File: src/rtl/uart_pkg.sv
// Shared types and default constants for the UART receive front end.
package uart_pkg;

    typedef enum logic [2:0] {
        IDLE   = 3'd0,
        START  = 3'd1,
        DATA   = 3'd2,
        PARITY = 3'd3,
        STOP   = 3'd4
    } rx_state_t;

    // 100 MHz core clock, 115200 baud
    localparam int DEFAULT_CLK_PER_BIT = 868;
    localparam int DEFAULT_DEPTH       = 16;

endpackage

File: src/rtl/rx_fifo.sv
// Synchronous first-word-fall-through byte FIFO; a push at full is accepted only
// when a pop frees a slot in the same cycle.
module rx_fifo #(
    parameter int DEPTH = 16
) (
    input  logic       clk,
    input  logic       rst,
    input  logic       push,
    input  logic [7:0] push_data,
    input  logic       pop,
    output logic [7:0] pop_data,
    output logic       full,
    output logic       empty
);

    localparam int PTR_W = $clog2(DEPTH);
    localparam logic [PTR_W:0] FULL_CNT = (PTR_W + 1)'(DEPTH);

    logic [7:0]       mem [DEPTH];
    logic [PTR_W-1:0] rd_ptr;
    logic [PTR_W-1:0] wr_ptr;
    logic [PTR_W:0]   count;
    logic             do_push;
    logic             do_pop;

    assign full     = (count == FULL_CNT);
    assign empty    = (count == '0);
    assign do_pop   = pop && !empty;
    assign do_push  = push && (!full || do_pop);
    assign pop_data = mem[rd_ptr];

    always_ff @(posedge clk or negedge rst) begin
        if (!rst) begin
            rd_ptr <= '0;
            wr_ptr <= '0;
            count  <= '0;
            for (int i = 0; i < DEPTH; i++) mem[i] <= '0;
        end else begin
            if (do_push) begin
                mem[wr_ptr] <= push_data;
                wr_ptr      <= wr_ptr + 1'b1;
            end
            if (do_pop) rd_ptr <= rd_ptr + 1'b1;
            case ({do_push, do_pop})
                2'b10:   count <= count + 1'b1;
                2'b01:   count <= count - 1'b1;
                default: count <= count;
            endcase
        end
    end

endmodule

File: src/rtl/uart_rx_fifo.sv
// UART receiver (8N1, or 8E1 when UART_RX_PARITY_EN is defined) feeding a byte FIFO.
// Bits are timed by counting clk cycles from the falling edge of the start bit.
module uart_rx_fifo
    import uart_pkg::*;
#(
    parameter int CLK_PER_BIT = DEFAULT_CLK_PER_BIT,
    parameter int DEPTH       = DEFAULT_DEPTH
) (
    input  logic       clk,
    input  logic       rst,
    input  logic       rxd,
    input  logic       rx_pop,
    input  logic       err_clr,
    output logic       rx_valid,
    output logic [7:0] rx_data,
    output logic       overrun,
    output logic       frame_err,
    output logic [2:0] state_dbg
);

    localparam int CNT_W = $clog2(CLK_PER_BIT);
    localparam logic [CNT_W-1:0] CNT_BIT  = CNT_W'(CLK_PER_BIT - 1);
    localparam logic [CNT_W-1:0] CNT_HALF = CNT_W'(CLK_PER_BIT / 2 - 1);

    // Handshake: rx_valid means rx_data holds the head byte; rx_pop consumes it on the
    // clock edge and is ignored while rx_valid is low. Pushes have no backpressure.
    logic       rxd_meta, rxs;
    rx_state_t  state, state_n;
    logic [CNT_W-1:0] cnt, cnt_n;
    logic [2:0] bit_idx, bit_idx_n;
    logic [7:0] sh, sh_n;
    logic       push, set_ferr;
    logic       fifo_full, fifo_empty;
`ifdef UART_RX_PARITY_EN
    logic       par_err, par_err_n;
`endif

    always_ff @(posedge clk or negedge rst) begin
        if (!rst) begin
            rxd_meta <= 1'b1;
            rxs      <= 1'b1;
        end else begin
            rxd_meta <= rxd;
            rxs      <= rxd_meta;
        end
    end

    always_ff @(posedge clk or negedge rst) begin
        if (!rst) begin
            state   <= IDLE;
            cnt     <= '0;
            bit_idx <= '0;
            sh      <= '0;
`ifdef UART_RX_PARITY_EN
            par_err <= 1'b0;
`endif
        end else begin
            state   <= state_n;
            cnt     <= cnt_n;
            bit_idx <= bit_idx_n;
            sh      <= sh_n;
`ifdef UART_RX_PARITY_EN
            par_err <= par_err_n;
`endif
        end
    end

    always_comb begin
        state_n   = state;
        cnt_n     = cnt;
        bit_idx_n = bit_idx;
        sh_n      = sh;
        push      = 1'b0;
        set_ferr  = 1'b0;
`ifdef UART_RX_PARITY_EN
        par_err_n = par_err;
`endif
        case (state)
            IDLE: begin
                if (!rxs) begin
                    cnt_n   = CNT_HALF;
                    state_n = START;
                end
            end
            START: begin
                if (cnt == '0) begin
                    if (!rxs) begin
                        cnt_n     = CNT_BIT;
                        bit_idx_n = '0;
                        state_n   = DATA;
                    end else begin
                        state_n = IDLE;
                    end
                end else begin
                    cnt_n = cnt - 1'b1;
                end
            end
            DATA: begin
                if (cnt == '0) begin
                    sh_n      = {rxs, sh[7:1]};
                    cnt_n     = CNT_BIT;
                    bit_idx_n = bit_idx + 3'd1;
                    if (bit_idx == 3'd7) begin
`ifdef UART_RX_PARITY_EN
                        state_n = PARITY;
`else
                        state_n = STOP;
`endif
                    end
                end else begin
                    cnt_n = cnt - 1'b1;
                end
            end
`ifdef UART_RX_PARITY_EN
            PARITY: begin
                if (cnt == '0) begin
                    // even parity: data bits plus parity bit hold an even number of ones
                    par_err_n = ^{sh, rxs};
                    cnt_n     = CNT_BIT;
                    state_n   = STOP;
                end else begin
                    cnt_n = cnt - 1'b1;
                end
            end
`endif
            STOP: begin
                if (cnt == '0) begin
                    state_n = IDLE;
`ifdef UART_RX_PARITY_EN
                    if (rxs && !par_err) push = 1'b1;
                    else                 set_ferr = 1'b1;
`else
                    if (rxs) push = 1'b1;
                    else     set_ferr = 1'b1;
`endif
                end else begin
                    cnt_n = cnt - 1'b1;
                end
            end
            default: state_n = IDLE;
        endcase
    end

    // Sticky flags: a new event in the same cycle as err_clr leaves the flag set.
    always_ff @(posedge clk or negedge rst) begin
        if (!rst) begin
            overrun   <= 1'b0;
            frame_err <= 1'b0;
        end else begin
            if (err_clr) begin
                overrun   <= 1'b0;
                frame_err <= 1'b0;
            end
            if (push && fifo_full && !rx_pop) overrun <= 1'b1;
            if (set_ferr) frame_err <= 1'b1;
        end
    end

    rx_fifo #(
        .DEPTH(DEPTH)
    ) u_fifo (
        .clk      (clk),
        .rst      (rst),
        .push     (push),
        .push_data(sh),
        .pop      (rx_pop),
        .pop_data (rx_data),
        .full     (fifo_full),
        .empty    (fifo_empty)
    );

    assign rx_valid  = !fifo_empty;
    assign state_dbg = state;

endmodule

File: config.mk
export PLATFORM = sky130hd
export DESIGN_NAME = uart_rx_fifo
export DESIGN_NICKNAME = d
export VERILOG_FILES = /design/src/rtl/uart_pkg.sv /design/src/rtl/rx_fifo.sv /design/src/rtl/uart_rx_fifo.sv
export SDC_FILE = /design/constraint.sdc
export NUM_CORES = 1
export LEC_CHECK = 0
export BUFFER_PORTS_ARGS = -buffer_cell sky130_fd_sc_hd__buf_2
export CAP_MARGIN = 20
export CORE_ASPECT_RATIO = 1.75
export CORE_MARGIN = 5
export CORE_UTILIZATION = 32
export CTS_BUF_LIST = sky130_fd_sc_hd__clkbuf_8
export CTS_CLUSTER_DIAMETER = 30
export DETAILED_ROUTE_END_ITERATION = 10
export PLACE_DENSITY = 0.47
export SLEW_MARGIN = 20
export SYNTH_ARGS = -nofsm -noshare
export SYNTH_HDL_FRONTEND = slang
export SYNTH_SLANG_ARGS = --single-unit
export TNS_END_PERCENT = 20
File: constraint.sdc
create_clock -name clk -period 10.5 [get_ports clk]
set_clock_uncertainty 0.15 [all_clocks]
set_input_delay 0.525 -clock clk [delete_from_list [all_inputs] [get_ports clk]]
set_output_delay 0.525 -clock clk [all_outputs]
set_load 0.005 [all_outputs]
==> flow_summary.yaml <==
clock_tree:
  h-tree-depth: 4
  cts_buffer_depth: 2
  clock_latency_ns: 0.47
  clkTransAtPathRegs_ns: 0.08
  post_cts_buffers: 0
  cts.sinks: 169
  ctsResizeCount: 0
  root_buffer: "clkbuf_8"
  cts_buffers: 17
  cts_tree: "yes"
floorplanning:
  die_x_um: 132
  initial_utilization: 0.321
  rows: 78
  die_h_um: 223
  ios: 19
  die_area_mm2: 0.0293
  core_region_area_mm2: 0.0258
synth:
  synth_xor_xnor_area_share: 0.0116
  synth_flop_cell: "dfrtp_1"
  ys_seq_area_frac: 0.511
  synth_area_per_cell_um2: 15.0
  synthAdderAreaFrac: 0.0190
  yosysTopAreaCellShare: 0.505
  synth_fp_nets: 568
  synth_top_family_by_area: "multiplexers"
  ys_types: 61
  synthesis.instances: 551
  synth_area_leaders: "dfrtp_1, mux2_2, mux4_2, mux2_4, ha_1"
  synth-edff-count: 0
  synth-async-reset-ratio: 1.00
  synth-seq-cells: 169
  synth_mux_area_frac: 0.322
  synth_area_mm2: 0.00828
  synth.largest_area_cell: "dfrtp_1"
  ys_warn_count: 0
  synth_compound_area_frac: 0.0352
  synthSimpleGateAreaFrac: 0.0804
setup_path:
  crit_fanout: 9
  cp_data_required_time_ns: 10.71
  crit_path_start_kind: "register"
  crit_type: "register to register"
  worst_path_max_delay_cell: "nor4_4"
  critPathCaptureType: "register"
  slowest_delay_ns: 0.65
  path_cells: "inv_1 > ha_1 > or4b_4 > nor4_4 > nor2_1 > fa_1 > a21o_1 > a21oi_1 > nand3_1 > a31oi_1 > nand2_1"
  critical_path_arrival_ns: 3.89
sta:
  final_max_slew_viol_count: 0
  rsz0062_at_grt: "no"
  fmax_ghz: 0.272
  tightest_slew_ns: 0.944
  period_share: 0.350
  fin_tns_setup_ns: 0
  hold_violations: 0
  setup_viol_count_final: 0
  period_minus_slack_ns: 3.68
  maxSlewHeadroom: 0.367
hold_path:
  min_path_type: "input port to register"
power:
  p_per_area_mw_per_mm2: 126
  ir_drop_mv: 0.0592
  p_leak_nw: 4.42
route:
  viasPerCell: 5.12
  wire_per_inst_um: 20.7
  drt-total-wl_um: 18500
  drt_pass1_iterations: 4
  num_vias: 4592
  drt_iter0_drc: 233
  final_antenna_net_count: 0
  drc: 0
cells_and_area:
  fin_area_mm2: 0.00911
  finalCoreUtilization: 0.354
  final_common_cell: "dfrtp_1"
  final_cell_mix: "dfrtp_1, mux2_2, mux4_2, mux2_4, clkbuf_8"
  nets: 581
  area_growth_pct: 10.0
  n_antenna_cell: 0
  final_layout_size_suffix_gt1_frac: 0.445
global_route:
  grt_max_degree: 89
  grt_pass1_wl_um: 30500
  overflow: 0
  grt_pass1_vias: 5168
  grtUsageTotal: 0.135
  antenna_found_initial: 0
place:
  place.gp.congestion: 0.796
  dp_hpwl_um: 13000
  place_area_mm2: 0.00868
  io_buffer_count: 18
status:
  outcome: "finished, final reports clean"
flow_run:
  drv_cap: 0
-- routing by layer --
layer,part of all wire,vias to the layer above,GRT usage
met5,0,-,0
met1,0.40,2429,0.153
li1,-,2081,-
met3,0.021,24,0.0254
met4,0.025,0,0.0571
met2,0.56,58,0.245
-- worst paths after layout --
path	start	to	slack (ns)	cells past startpoint
worst max-delay path	cnt[0]	u_fifo.count[4]	6.82	11
worst min-delay path	err_clr	frame_err	0.14	2
worst max register to register	cnt[0]	u_fifo.count[4]	6.82	11
worst min register to register	rxd_meta	rxs	0.21	0
max in group asynchronous	rst	u_fifo.rd_ptr[0]	8.41	3
min in group asynchronous	rst	u_fifo.count[0]	0.49	2
-- Yosys cell counts (3+ instances only) --
library cell and instances:
a22o_1 3, nor2_1 10, nand2_4 9, inv_1 12, nand4_2 4, mux2_4 40, nand3_1 4, or4_1 6
mux2_2 97, o21ai_0 12, mux4_2 40, clkbuf_1 19, o22ai_1 4, nand4_1 3, dfrtp_1 167, or3_1 3
nor4b_4 3, ha_1 11, xnor2_1 9, mux2_1 5, a21oi_1 10, nor3_1 6, a21o_1 5, nor4_1 3
buf_1 5, nand2_1 14
-- stage by stage --
step | power, mW | cells | setup slack, ns | hold slack (ns)
floorplan | 0.665 | 551 | 7.16 | 0.0794
global placement | 0.680 | 863 | 6.91 | 0.198
detailed placement | 0.680 | 863 | 6.81 | 0.198
CTS | 1.17 | 897 | 6.77 | 0.0826
global route | 1.20 | 897 | 6.50 | 0.112
finish | 1.15 | 897 | 6.82 | 0.144
-- power by group --
part	total (mW)	internal (mW)	switching (mW)
clock network	0.481	0.249	0.232
registers	0.651	0.651	0.000274
logic	0.0156	0.00185	0.0137
-- registers in the layout, indices dropped and copies added, names as in the netlist --
signal / flops
u_fifo.wr_ptr: 4
u_fifo.rd_ptr: 4
rxs: 1
rxd_meta: 1
sh: 8
u_fifo.mem: 128
u_fifo.count: 5
overrun: 1
cnt: 10
state_dbg: 3
frame_err: 1
bit_idx: 3
-- kinds of logic (layout without fill, tap and decap cells) --
group / count (synthesis) / in the layout
adder cells (fa/ha/maj): 12 / 12
buffers and inverters: 41 / 67
multiplexers: 184 / 184
XOR/XNOR: 11 / 11
flip-flops: 169 / 169
AND/OR/NAND/NOR: 88 / 88
AO/OA/AOI/OAI: 46 / 46
-- worst max-delay path: cells and delay by family (launching register included) --
kind                     cells  cell delay [ns]
AND/OR/NAND/NOR              5             1.62
flip-flops                   1             0.42
buffers and inverters        1             0.07
AO/OA/AOI/OAI                3             0.62
adder cells (fa/ha/maj)      2             0.67
-- timing repair --
| action | CTS | global route |
|---|---|---|
| endpoints found under the setup margin | 0 | 0 |
| hold buffers | 2 | 0 |
| hold endpoints to repair | 80 | 0 |
-- area by class of cell --
cell class,instances,area (um^2)
inverter,12,45.0
timing repair buffer,23,143
clock buffer,20,275
clock inverter,12,133
fill,2496,16700
tap,320,400
sequential,169,4230
multi-input combinational,341,3880
No activity file was read; power rests on OpenSTA's default activity.
